File: config.mk
export PLATFORM = sky130hd
export DESIGN_NAME = omem_drain
export DESIGN_NICKNAME = d
export VERILOG_FILES = /design/src/rtl/omem_drain_pkg.sv /design/src/rtl/omem_drain_scan.sv /design/src/rtl/omem_drain.sv
export SDC_FILE = /design/constraint.sdc
export NUM_CORES = 1
export LEC_CHECK = 0
export ABC_AREA = 1
export CAP_MARGIN = 20
export CORE_MARGIN = 2
export CORE_UTILIZATION = 44
export CTS_BUF_LIST = sky130_fd_sc_hd__clkbuf_8
export DETAILED_ROUTE_END_ITERATION = 12
export GPL_ROUTABILITY_DRIVEN = 0
export PLACE_DENSITY = 0.8
export SLEW_MARGIN = 20
export SYNTH_ARGS = -nofsm -noshare
export SYNTH_HDL_FRONTEND = slang
export SYNTH_SLANG_ARGS = --single-unit
File: constraint.sdc
create_clock -name Clock -period 2.58 [get_ports Clock]
set_clock_uncertainty 0.05 [all_clocks]
set_input_delay 0.387 -clock Clock [delete_from_list [all_inputs] [get_ports Clock]]
set_output_delay 0.387 -clock Clock [all_outputs]
set_load 0.02 [all_outputs]
File: src/rtl/omem_drain_pkg.sv
// Shared defaults and FSM encoding for the OMEM write-back drain.
package omem_drain_pkg;
  localparam int MAX_CORES        = 4;
  localparam int WB_WIDTH         = 32;
  localparam int OMEM_AW_DEF      = 10;
  localparam int OMEM_SIZE        = 1 << OMEM_AW_DEF;
  localparam int OMEM_STRIDE_LOG2 = 12;

  typedef enum logic [2:0] {
    ST_IDLE,
    ST_SCAN,
    ST_RD,
    ST_CAP,
    ST_WR,
    ST_DONE
  } drain_state_e;
endpackage

File: src/rtl/omem_drain_scan.sv
// Lowest set mask bit at or above a starting index, with a found flag.
module omem_drain_scan #(
  parameter int N  = 4,
  parameter int IW = 3
) (
  input  logic [N-1:0]  mask_i,
  input  logic [IW-1:0] from_i,
  output logic          found_o,
  output logic [IW-1:0] idx_o
);
  // Walk downward so the lowest qualifying bit is the last one written.
  always_comb begin
    found_o = 1'b0;
    idx_o   = '0;
    for (int i = N - 1; i >= 0; i--) begin
      if (mask_i[i] && (IW'(i) >= from_i)) begin
        found_o = 1'b1;
        idx_o   = IW'(i);
      end
    end
  end
endmodule

File: src/rtl/omem_drain.sv
// Walks selected cores in ascending order, copying each core's OMEM words
// to main memory through a request/acknowledge write port.
module omem_drain
  import omem_drain_pkg::*;
#(
  parameter int CORES       = MAX_CORES,
  parameter int WIDTH       = WB_WIDTH,
  parameter int OMEM_AW     = OMEM_AW_DEF,
  parameter int STRIDE_LOG2 = OMEM_STRIDE_LOG2
) (
  input  logic                     Clock,
  input  logic                     Reset,
  input  logic                     iStart,
  input  logic [CORES-1:0]         iCoreMask,
  input  logic [OMEM_AW:0]         iWordCount,
  input  logic [WIDTH-1:0]         iBaseAddress,
  output logic [OMEM_AW-1:0]       oOMEM_ReadAddress,
  output logic [CORES-1:0]         oOMEM_Select,
  input  logic [CORES*WIDTH-1:0]   iOMEM_ReadData,
  output logic                     oMEM_WriteRequest,
  output logic [WIDTH-1:0]         oMEM_WriteAddress,
  output logic [WIDTH-1:0]         oMEM_WriteData,
  input  logic                     iMEM_WriteAck,
  output logic                     oBusy,
  output logic                     oDone
);
  // One extra bit so the core index can step past the last core and stop.
  localparam int CIW = $clog2(CORES) + 1;
  localparam logic [OMEM_AW:0] DEPTH = {1'b1, {OMEM_AW{1'b0}}};
  localparam logic [OMEM_AW:0] ONE   = (OMEM_AW + 1)'(1);

  drain_state_e       state_q, state_d;
  logic [CORES-1:0]   mask_q, mask_d;
  logic [OMEM_AW:0]   count_q, count_d;
  logic [WIDTH-1:0]   base_q, base_d;
  logic [CIW-1:0]     core_q, core_d;
  logic [OMEM_AW-1:0] word_q, word_d;
  logic [WIDTH-1:0]   addr_q, addr_d;
  logic [WIDTH-1:0]   data_q, data_d;

  logic               scan_found;
  logic [CIW-1:0]     scan_idx;
  logic [WIDTH-1:0]   rd_slice;
  logic [CORES-1:0]   core_onehot;

  omem_drain_scan #(.N(CORES), .IW(CIW)) u_scan (
    .mask_i  (mask_q),
    .from_i  (core_q),
    .found_o (scan_found),
    .idx_o   (scan_idx)
  );

  always_comb begin
    rd_slice    = '0;
    core_onehot = '0;
    for (int i = 0; i < CORES; i++) begin
      if (core_q == CIW'(i)) begin
        rd_slice       = iOMEM_ReadData[i*WIDTH +: WIDTH];
        core_onehot[i] = 1'b1;
      end
    end
  end

  always_comb begin
    state_d = state_q;
    mask_d  = mask_q;
    count_d = count_q;
    base_d  = base_q;
    core_d  = core_q;
    word_d  = word_q;
    addr_d  = addr_q;
    data_d  = data_q;
    case (state_q)
      ST_IDLE: begin
        if (iStart) begin
          mask_d  = iCoreMask;
          count_d = (iWordCount > DEPTH) ? DEPTH : iWordCount;
          base_d  = iBaseAddress;
          core_d  = '0;
          state_d = ST_SCAN;
        end
      end
      ST_SCAN: begin
        if (scan_found && (count_q != '0)) begin
          core_d  = scan_idx;
          word_d  = '0;
          state_d = ST_RD;
        end else begin
          state_d = ST_DONE;
        end
      end
      ST_RD: state_d = ST_CAP;
      ST_CAP: begin
        data_d  = rd_slice;
        addr_d  = base_q + (WIDTH'(core_q) << STRIDE_LOG2) + WIDTH'(word_q);
        state_d = ST_WR;
      end
      ST_WR: begin
        if (iMEM_WriteAck) begin
          if (({1'b0, word_q} + ONE) < count_q) begin
            word_d  = word_q + 1'b1;
            state_d = ST_RD;
          end else begin
            mask_d  = mask_q & ~core_onehot;
            core_d  = core_q + 1'b1;
            state_d = ST_SCAN;
          end
        end
      end
      ST_DONE: state_d = ST_IDLE;
      default: state_d = ST_IDLE;
    endcase
  end

  always_ff @(posedge Clock or negedge Reset) begin
    if (!Reset) begin
      state_q <= ST_IDLE;
      mask_q  <= '0;
      count_q <= '0;
      base_q  <= '0;
      core_q  <= '0;
      word_q  <= '0;
      addr_q  <= '0;
      data_q  <= '0;
    end else begin
      state_q <= state_d;
      mask_q  <= mask_d;
      count_q <= count_d;
      base_q  <= base_d;
      core_q  <= core_d;
      word_q  <= word_d;
      addr_q  <= addr_d;
      data_q  <= data_d;
    end
  end

  // Outputs decode straight from registered state, so reset clears them at once.
  assign oOMEM_ReadAddress = (state_q == ST_RD) ? word_q : '0;
  assign oOMEM_Select      = (state_q == ST_RD) ? core_onehot : '0;
  assign oMEM_WriteRequest = (state_q == ST_WR);
  assign oMEM_WriteAddress = addr_q;
  assign oMEM_WriteData    = data_q;
  assign oBusy             = (state_q != ST_IDLE);
  assign oDone             = (state_q == ST_DONE);
endmodule

==> results_dict.tcl, run 1 <==
set metrics [dict create \
    syn-cell-area_um2 8160 \
    grt_pass1_wl_um 43500 \
    crit_path_frequent_cell "nand2_2" \
    crit_path_top_delay_cell "dfrtp_1" \
    initial_core_util_pct 45.1 \
    synthMuxAreaShare_pct 0 \
    post-route-util_pct 64.6 \
    crit_chain "ha_4 > nand3_4 > nor2_4 > nand2_2 > nor3_2 > ha_1 > a21oi_2 > o21a_1 > nand4_1 > nand2_2 > nand3_4 > nand2_2 > nand2_2" \
    synthArstFlopShare_pct 100 \
    fin_crit_sh_pct 101 \
    synthSimpleGateAreaFrac_pct 34.5 \
    hold_path.class "flop to flop" \
    clk_pin_slew_worst_paths_ns 0.07 \
    path_class "flop to flop" \
    synthAdderAreaFrac_pct 4.38 \
    drc 0 \
    ir_drop_mv 0.453 \
    drt-vias-per-instance 5.36 \
    cts_tree "built" \
    worst_slack_ns -0.0332 \
    die_area_um2 19700 \
    grt_max_degree 65 \
    critPathBufInv 0 \
    drt_pre_antenna_iters 5 \
    hold_viol 0 \
    clk_latency_ns 0.43 \
    placed_cell_area_um2 11000 \
    syn-instance-count 1187 \
    synth_common_cells "461 x nand2_1, 127 x dfrtp_1, 107 x inv_1" \
    seqCellArea_um2 3180 \
    synth_top_area_share_pct 38.9 \
    postRouteAntennaNets 0 \
    fmax_mhz 383 \
    clockRootBuffer "clkbuf_8" \
    max_slew_margin_pct 54.5 \
    cts_buffers 17 \
    p_leak_nw 5.87 \
    grt-ovfl-total 0 \
    cap_viol_max_count 0 \
    cpPeakStageDelay_ns 0.42 \
    synth_top_family_by_area "simple AND/OR/NAND/NOR gates" \
    synthXorXnorAreaFrac_pct 1.50 \
    multi_input_area_um2 4520 \
    rsz0062_at_grt "true" \
    port_buffers 259 \
    die_height_um 140 \
    synth_seq_cells 127 \
    rows 49 \
    dpl.hpwl_um 20600 \
    yosys-top-cells-area "dfrtp_1 39%, nand2_1 21%, nand3_1 5.6%" \
    area_delta_synth_final_pct 43.1 \
    wirelength_um 27900 \
    slew_viol_final 0 \
    dieWidth_um 140 \
    critPathLaunchType "flop" \
    clk_path_buf_depth 2 \
    status "complete, but fails checks" \
    yosys_warnings 0 \
    yosysTopAreaCell "dfrtp_1" \
    seq_area_frac_synth_pct 38.9 \
    h-tree-depth 4 \
    cp.arrival_ns 2.89 \
    fin_area_um2 11700 \
    synth-edff-count 0 \
    worstSetupEndpointType "flop" \
    vias 9066 \
    setup-violations-final 2 \
    drive_gt1_share_pct 8.35 \
    avgSynthCellArea_um2 6.88 \
    finalCriticalPeriod_ns 2.61 \
    fillers 1581 \
    worst_pin_slew_ns 0.683 \
    wl_per_cell_um 16.5 \
    ys.flop_type "dfrtp_1" \
    antenna_found_initial 2 \
    synth_nets 1394 \
    fin_nets 1657 \
    ios 260 \
    first_iter_violations 693 \
    grt_pass1_vias 8643 \
    cp_top_family "simple AND/OR/NAND/NOR gates" \
    ys_types 40 \
    grt_use_total_pct 27.7 \
    crit_required_ns 2.85 \
    cts_sinks 127 \
    yosysMostFrequentCell "nand2_1" \
    violations "negative setup slack" \
    synth_compound_area_share_pct 12.4 \
    critPathMaxFanout 5 \
    power.density_nw_per_um2 937 \
    coreArea_um2 18100 \
]
-- worst reg2reg max path, delay by kind of cell (launching register included) --
kind,cells,cell delay (ns)
DFF,1,0.42
and+or+nand+nor,9,1.17
adders and majority gates,2,0.49
AOI/OAI and AO/OA,2,0.37
-- cell type report --
class	instances	share of cell area (%)
diodes	2	0.0428
clock buffers	20	2.36
clock inverters	10	0.632
inverters	115	3.72
multi-input cells	892	38.6
flip-flops and latches	127	27.2
well taps	229	2.45
repair buffers	297	24.9
-- stage by stage --
stage               setup slack [ns]  std cells   TNS, ns  total power, W  hold slack, ns
detailed placement            -0.105       1648     -1.05         0.00917           0.392
floorplan                     0.0757       1187         0         0.00677          0.0414
CTS                          0.00878       1681         0          0.0108           0.415
global placement            -0.00360       1648  -0.00360         0.00904           0.389
finish                       -0.0332       1692   -0.0361          0.0110           0.433
global route                  -0.124       1692    -0.866          0.0118           0.432
-- what timing repair did --
action,CTS,global route
setup endpoints to repair,31,22
resized for setup,19,44
gates cloned,0,2
pin swaps,0,17
hold buffers,1,0
setup buffers,2,7
hold endpoints to repair,40,0
-- where the power goes --
group | internal [W] | switching (W)
registers | 0.00283 | 0.000589
clock network | 0.000807 | 0.000760
logic | 0.00242 | 0.00355
total | 0.00605 | 0.00490
-- placed cells by master, fill, tap and decap left out, types with 26 or more instances in the layout --
master,instances
o21ai_0,79
dfrtp_1,124
nand4_1,26
o221ai_1,32
nor2_1,61
a21oi_1,48
nand3_1,88
clkdlybuf4s50_1,245
nand2_1,450
buf_4,31
inv_1,106
-- flip-flops by register name, indices dropped and copies added (netlist names) --
register and cells:
count_q 11, oMEM_WriteAddress 32, word_q 10, base_q 32, core_q 3, mask_q 4
state_q 3, oMEM_WriteData 32
-- kinds of logic after synthesis --
| group | count (synthesis) |
|---|---|
| flops | 127 |
| compound gates | 175 |
| xor+xnor | 14 |
| buf+inv | 169 |
| fa+ha+maj | 28 |
| simple gates | 674 |
-- final timing paths --
kind                                   start                  to  slack, ns  cells after the start
max                                word_q[1]           word_q[6]      -0.03                     13
min                        oMEM_WriteData[3]   oMEM_WriteData[3]       0.43                      2
max reg2reg                        word_q[1]           word_q[6]      -0.03                     13
min reg2reg                oMEM_WriteData[3]   oMEM_WriteData[3]       0.43                      2
max in group asynchronous              Reset           base_q[1]       1.34                      3
min in group asynchronous              Reset  oMEM_WriteData[16]       0.46                      2
-- routing by layer --
metal / global-route usage [%] / share of wire (%)
met4: 10.5 / 2.9
met2: 47.8 / 49
met5: 0 / 0
met3: 6.02 / 8.2
met1: 34.2 / 40
Power figures use the tool's default switching activity.
==> inputs of run 2 (changes only) <==
- REMOVE_ABC_BUFFERS: default -> 1
- SLEW_MARGIN: 20 -> 10
==> results_dict.tcl, run 2 (synthesis gave the netlist of run 1 again) <==
set metrics [dict create \
    status "complete, but fails checks" \
    violations "negative setup slack" \
    final_common_cell "nand2_1" \
    h-tree-depth 4 \
    grt_use_total_pct 28.1 \
    slew_viol_final 0 \
    hold_end "base_q[13]" \
    grt.busiest_layer "met2" \
    area_delta_synth_final_pct 44.6 \
    crit_required_ns 2.88 \
    dieWidth_um 140 \
    worst_pin_slew_ns 0.663 \
    grt_pass1_wl_um 43800 \
    crit_path_top_delay_cell "dfrtp_1" \
    cts_tree "built" \
    antenna_found_initial 2 \
    grt-ovfl-total 0 \
    vias 9116 \
    drt_pre_antenna_iters 6 \
    first_iter_violations 729 \
    critPathMaxFanout 6 \
    cap_viol_max_count 0 \
    clk_path_buf_depth 2 \
    cts_buffers 17 \
    fin_crit_sh_pct 102 \
    holdPathStages 3 \
    finalCriticalPeriod_ns 2.64 \
    min_from "iBaseAddress[13]" \
    power.density_nw_per_um2 970 \
    cp_top_family "simple AND/OR/NAND/NOR gates" \
    multi_input_area_um2 4550 \
    place_ws_ns -0.149 \
    dpl.hpwl_um 20500 \
    die_area_um2 19700 \
    critPathLaunchType "flop" \
    p_leak_nw 5.94 \
    clk_pin_slew_worst_paths_ns 0.07 \
    rows 49 \
    coreArea_um2 18100 \
    fillers 1524 \
    cts_sinks 127 \
    critPathBufInv 3 \
    clockRootBuffer "clkbuf_8" \
    grt_max_degree 65 \
    grt_use_met1_pct 35.1 \
    drc 0 \
    port_buffers 259 \
    cpPeakStageDelay_ns 0.42 \
    die_height_um 140 \
    worstSetupEndpointType "flop" \
    reg2regPathDepth 14 \
    use_met3_pct 6.22 \
    clk_latency_ns 0.46 \
    worst_slack_ns -0.0586 \
    seqCellArea_um2 3180 \
    grt_pass1_vias 8583 \
    drive_gt1_share_pct 8.24 \
    initial_core_util_pct 45.1 \
    path_class "flop to flop" \
    hold_path.class "input pin to flop" \
    r2r-start "word_q[0]" \
    ir_drop_mv 0.669 \
    wl_per_cell_um 16.8 \
    cp.arrival_ns 2.94 \
    drt-vias-per-instance 5.40 \
    layout_common_cells "452 x nand2_1, 248 x clkdlybuf4s50_1, 124 x dfrtp_1" \
    r2r_slack_ns -0.06 \
    setup-violations-final 8 \
    reg2reg_to "mask_q[3]" \
    hold_viol 0 \
    fmax_mhz 379 \
    power_w 0.0115 \
    ios 260 \
    wirelength_um 28300 \
    post-route-util_pct 65.3 \
    max_slew_margin_pct 55.8 \
    postRouteAntennaNets 0 \
    rsz0062_at_grt "true" \
    fin_nets 1650 \
    globalRouteMet2Util_pct 47.2 \
    crit_chain "buf_6 > nand3_4 > nor2_4 > nand4_1 > xor2_1 > inv_1 > ha_4 > nand2_4 > o21a_1 > nand4_1 > buf_4 > nand3_4 > o21ai_2 > nand2_1" \
]
==> run 2: cell types whose count changed in the layout (fill, tap and decap cells not counted), sizes merged <==
cell,before,now
buf,38,31
bufinv,1,5
clkdlybuf4s50,245,248
clkinv,5,2
clkinvlp,1,3
dlygate4sd2,13,5
dlymetal6s2s,0,5
inv,118,117
==> run 2: layout make-up <==
type / count / area share [%]
diodes: 2 / 0.0424
clock buffers: 20 / 2.33
flip-flops and latches: 127 / 27.0
repair buffers: 290 / 24.4
well taps: 229 / 2.43
inverters: 115 / 3.68
clock inverters: 12 / 1.61
multi-input cells: 892 / 38.5
==> run 2: routing by layer <==
layer  wire length [um]  vias to the layer above
met5                  0                        -
met4               1030                        0
met3               2220                       74
met2              13600                      396
met1              11500                     4248
li1                   -                     4398
==> run 2: worst max-delay path by stage <==
stage / start / endpoint / slack (ns) / depth (start not counted)
after global routing: word_q[0] / mask_q[3] / -0.23 / 15
after global placement: word_q[1] / word_q[9] / -0.008 / 14
after CTS: word_q[1] / word_q[5] / -0.02 / 18
after detailed placement: word_q[1] / word_q[1] / -0.15 / 14
final: word_q[0] / mask_q[3] / -0.06 / 14
after floorplan: state_q[1] / count_q[7] / -0.32 / 9
==> run 2: repair_timing <==
item | in CTS | in global routing
endpoints found under the setup margin | 24 | 30
resized for setup | 20 | 46
pin swaps | 6 | 19
setup buffers | 4 | 1
gates cloned | 2 | 0
hold buffers | 1 | 0
hold endpoints to repair | 45 | 0
==> run 2: through the flow <==
step / instances / setup TNS (ns) / instance area, um2 / hold slack (ns)
detailed placement: 1645 / -1.64 / 11000 / 0.401
global route: 1687 / -3.05 / 11800 / 0.412
CTS: 1684 / -0.0411 / 11600 / 0.392
floorplan: 1133 / -4.90 / 7920 / 0.0414
global placement: 1645 / -0.0213 / 11000 / 0.403
finish: 1687 / -0.195 / 11800 / 0.410
==> run 2: worst register-to-register path: stages, from the launching register on <==
cell     delay, ns
dfrtp_1       0.42
buf_6         0.13
nand3_4       0.09
nor2_4        0.17
nand4_1       0.13
xor2_1        0.20
inv_1         0.10
ha_4          0.28
nand2_4       0.06
o21a_1        0.19
nand4_1       0.19
buf_4         0.18
nand3_4       0.11
o21ai_2       0.16
nand2_1       0.06
==> run 2: where the power goes <==
part	leakage [nW]	switching (W)	internal, W
Sequential	1.61	0.000602	0.00282
Combinational	4.10	0.00359	0.00241
Clock	0.233	0.000810	0.00122
Total	5.94	0.00501	0.00645
==> inputs of run 3 (changes only) <==
- PLACE_DENSITY: 0.8 -> 0.78
- clock period: 2.58 -> 2.3 ns (I/O delays scaled with it)
==> results_dict.tcl, run 3 (synthesis gave the netlist of run 1 again) <==
set metrics [dict create \
    drc 0 \
    hold_path.class "input pin to async pin" \
    area_delta_synth_final_pct 49.2 \
    fillers 1528 \
    final_common_cell "nand2_1" \
    slew_viol_final 0 \
    dpl.hpwl_um 21200 \
    crit_chain "ha_4 > nand3_4 > nor2_4 > nand2_4 > o21ai_4 > inv_2 > ha_4 > a21oi_2 > o21a_1 > nand4_1 > buf_6 > nand2_4 > nor2_4 > nand2_1 > nand2_1" \
    cts_sinks 127 \
    drive_gt1_share_pct 11.9 \
    dieWidth_um 140 \
    net-switching-power_w 0.00581 \
    die_area_um2 19700 \
    fmax_mhz 375 \
    antenna_found_initial 3 \
    critPathLaunchType "flop" \
    worst_pin_slew_ns 0.703 \
    port_buffers 259 \
    postRouteAntennaNets 0 \
    crit_required_ns 2.59 \
    p_leak_nw 6.08 \
    finalCriticalPeriod_ns 2.67 \
    h-tree-depth 4 \
    grt_use_total_pct 29.4 \
    fin_nets 1678 \
    clockRootBuffer "clkbuf_8" \
    multi_input_area_um2 4700 \
    place_ws_ns -0.334 \
    coreArea_um2 18100 \
    grt_pass1_wl_um 46100 \
    drt-vias-per-instance 5.45 \
    path_class "flop to flop" \
    fin_crit_sh_pct 116 \
    cp.arrival_ns 2.96 \
    initial_core_util_pct 45.1 \
    rsz0062_at_grt "true" \
    setup-violations-final 19 \
    power_w 0.0131 \
    clk_pin_slew_worst_paths_ns 0.08 \
    cts_buffers 17 \
    die_height_um 140 \
    hold_viol 0 \
    cts_tree "built" \
    drt_pre_antenna_iters 5 \
    swShare_pct 44.2 \
    whs_ns 0.342 \
    layout_common_cells "441 x nand2_1, 242 x clkdlybuf4s50_1, 122 x dfrtp_1" \
    violations "negative setup slack" \
    first_iter_violations 640 \
    grt_max_degree 65 \
    wl_per_cell_um 17.1 \
    ios 260 \
    wirelength_um 29400 \
    grt_pass1_vias 9131 \
    seqCellArea_um2 3180 \
    status "complete, but fails checks" \
    p_seq_share_pct 29.3 \
    critPathMaxFanout 4 \
    ir_drop_mv 0.719 \
    pwr-share-comb_pct 53.1 \
    cap_viol_max_count 0 \
    power.density_nw_per_um2 1080 \
    internal_power_w 0.00733 \
    rows 49 \
    max_slew_margin_pct 53.1 \
    crit_path_top_delay_cell "dfrtp_1" \
    clk_latency_ns 0.46 \
    worst_slack_ns -0.370 \
    cpPeakStageDelay_ns 0.42 \
    worstSetupEndpointType "flop" \
    r2r_slack_ns -0.37 \
    clk_path_buf_depth 2 \
    clkPwrFrac_pct 17.6 \
    grt-ovfl-total 0 \
    vias 9357 \
]
## run 3: cell type report
cell class,instances,share of cell area (%)
multi-input cells,892,38.6
well taps,229,2.35
flip-flops and latches,127,26.1
clock buffers,17,1.92
repair buffers,318,25.5
diodes,3,0.0616
clock inverters,15,1.93
inverters,115,3.56
## run 3: routing by layer
| layer | GRT usage (%) | up-vias | share of wire [%] |
|---|---|---|---|
| met5 | 0 | - | 0 |
| met4 | 12.5 | 0 | 3.2 |
| met3 | 5.23 | 65 | 7.4 |
| met2 | 50.5 | 412 | 50 |
| met1 | 36.5 | 4430 | 40 |
| li1 | - | 4450 | - |
## run 3: stage by stage
stage	util [%]	TNS, ns	instance area [um2]	instances
after global placement	62.1	-2.63	11200	1669
after floorplan	-	-30.92	7920	1133
after CTS	66.0	-2.04	11900	1709
after global routing	67.3	-7.36	12200	1716
final	67.3	-5.97	12200	1716
after detailed placement	62.1	-5.50	11200	1669
## run 3: worst max-delay path, delay by kind of cell, from the launching register on
family | cells | cell delay [ns]
AOI/OAI and AO/OA | 3 | 0.52
DFF | 1 | 0.42
adders and majority gates | 2 | 0.43
buffers and inverters | 2 | 0.29
and+or+nand+nor | 8 | 0.82
## run 3: final timing paths
kind,to,depth (start not counted),from
setup / recovery,core_q[1],15,word_q[1]
hold / removal,oMEM_WriteData[5],2,Reset
setup reg to reg,core_q[1],15,word_q[1]
hold reg to reg,oMEM_WriteAddress[7],2,oMEM_WriteAddress[7]
max in group asynchronous,core_q[0],3,Reset
min in group Clock,base_q[16],3,iBaseAddress[16]
## run 3: what timing repair did
item,CTS,global route
hold buffers,1,0
pin swaps,15,33
endpoints found under the setup margin,37,42
gates cloned,2,0
gates resized for setup,67,51
setup buffers,5,5
hold endpoints to repair,32,0
## run 3: power groups by stage
| stage | combinational (W) | clock, W | sequential, W |
|---|---|---|---|
| after floorplan | 0.00312 | 0 | 0.00432 |
| after CTS | 0.00680 | 0.00233 | 0.00382 |
| after global routing | 0.00768 | 0.00243 | 0.00396 |
| after global placement | 0.00643 | 0 | 0.00382 |
| final | 0.00699 | 0.00231 | 0.00385 |
| after detailed placement | 0.00657 | 0 | 0.00386 |
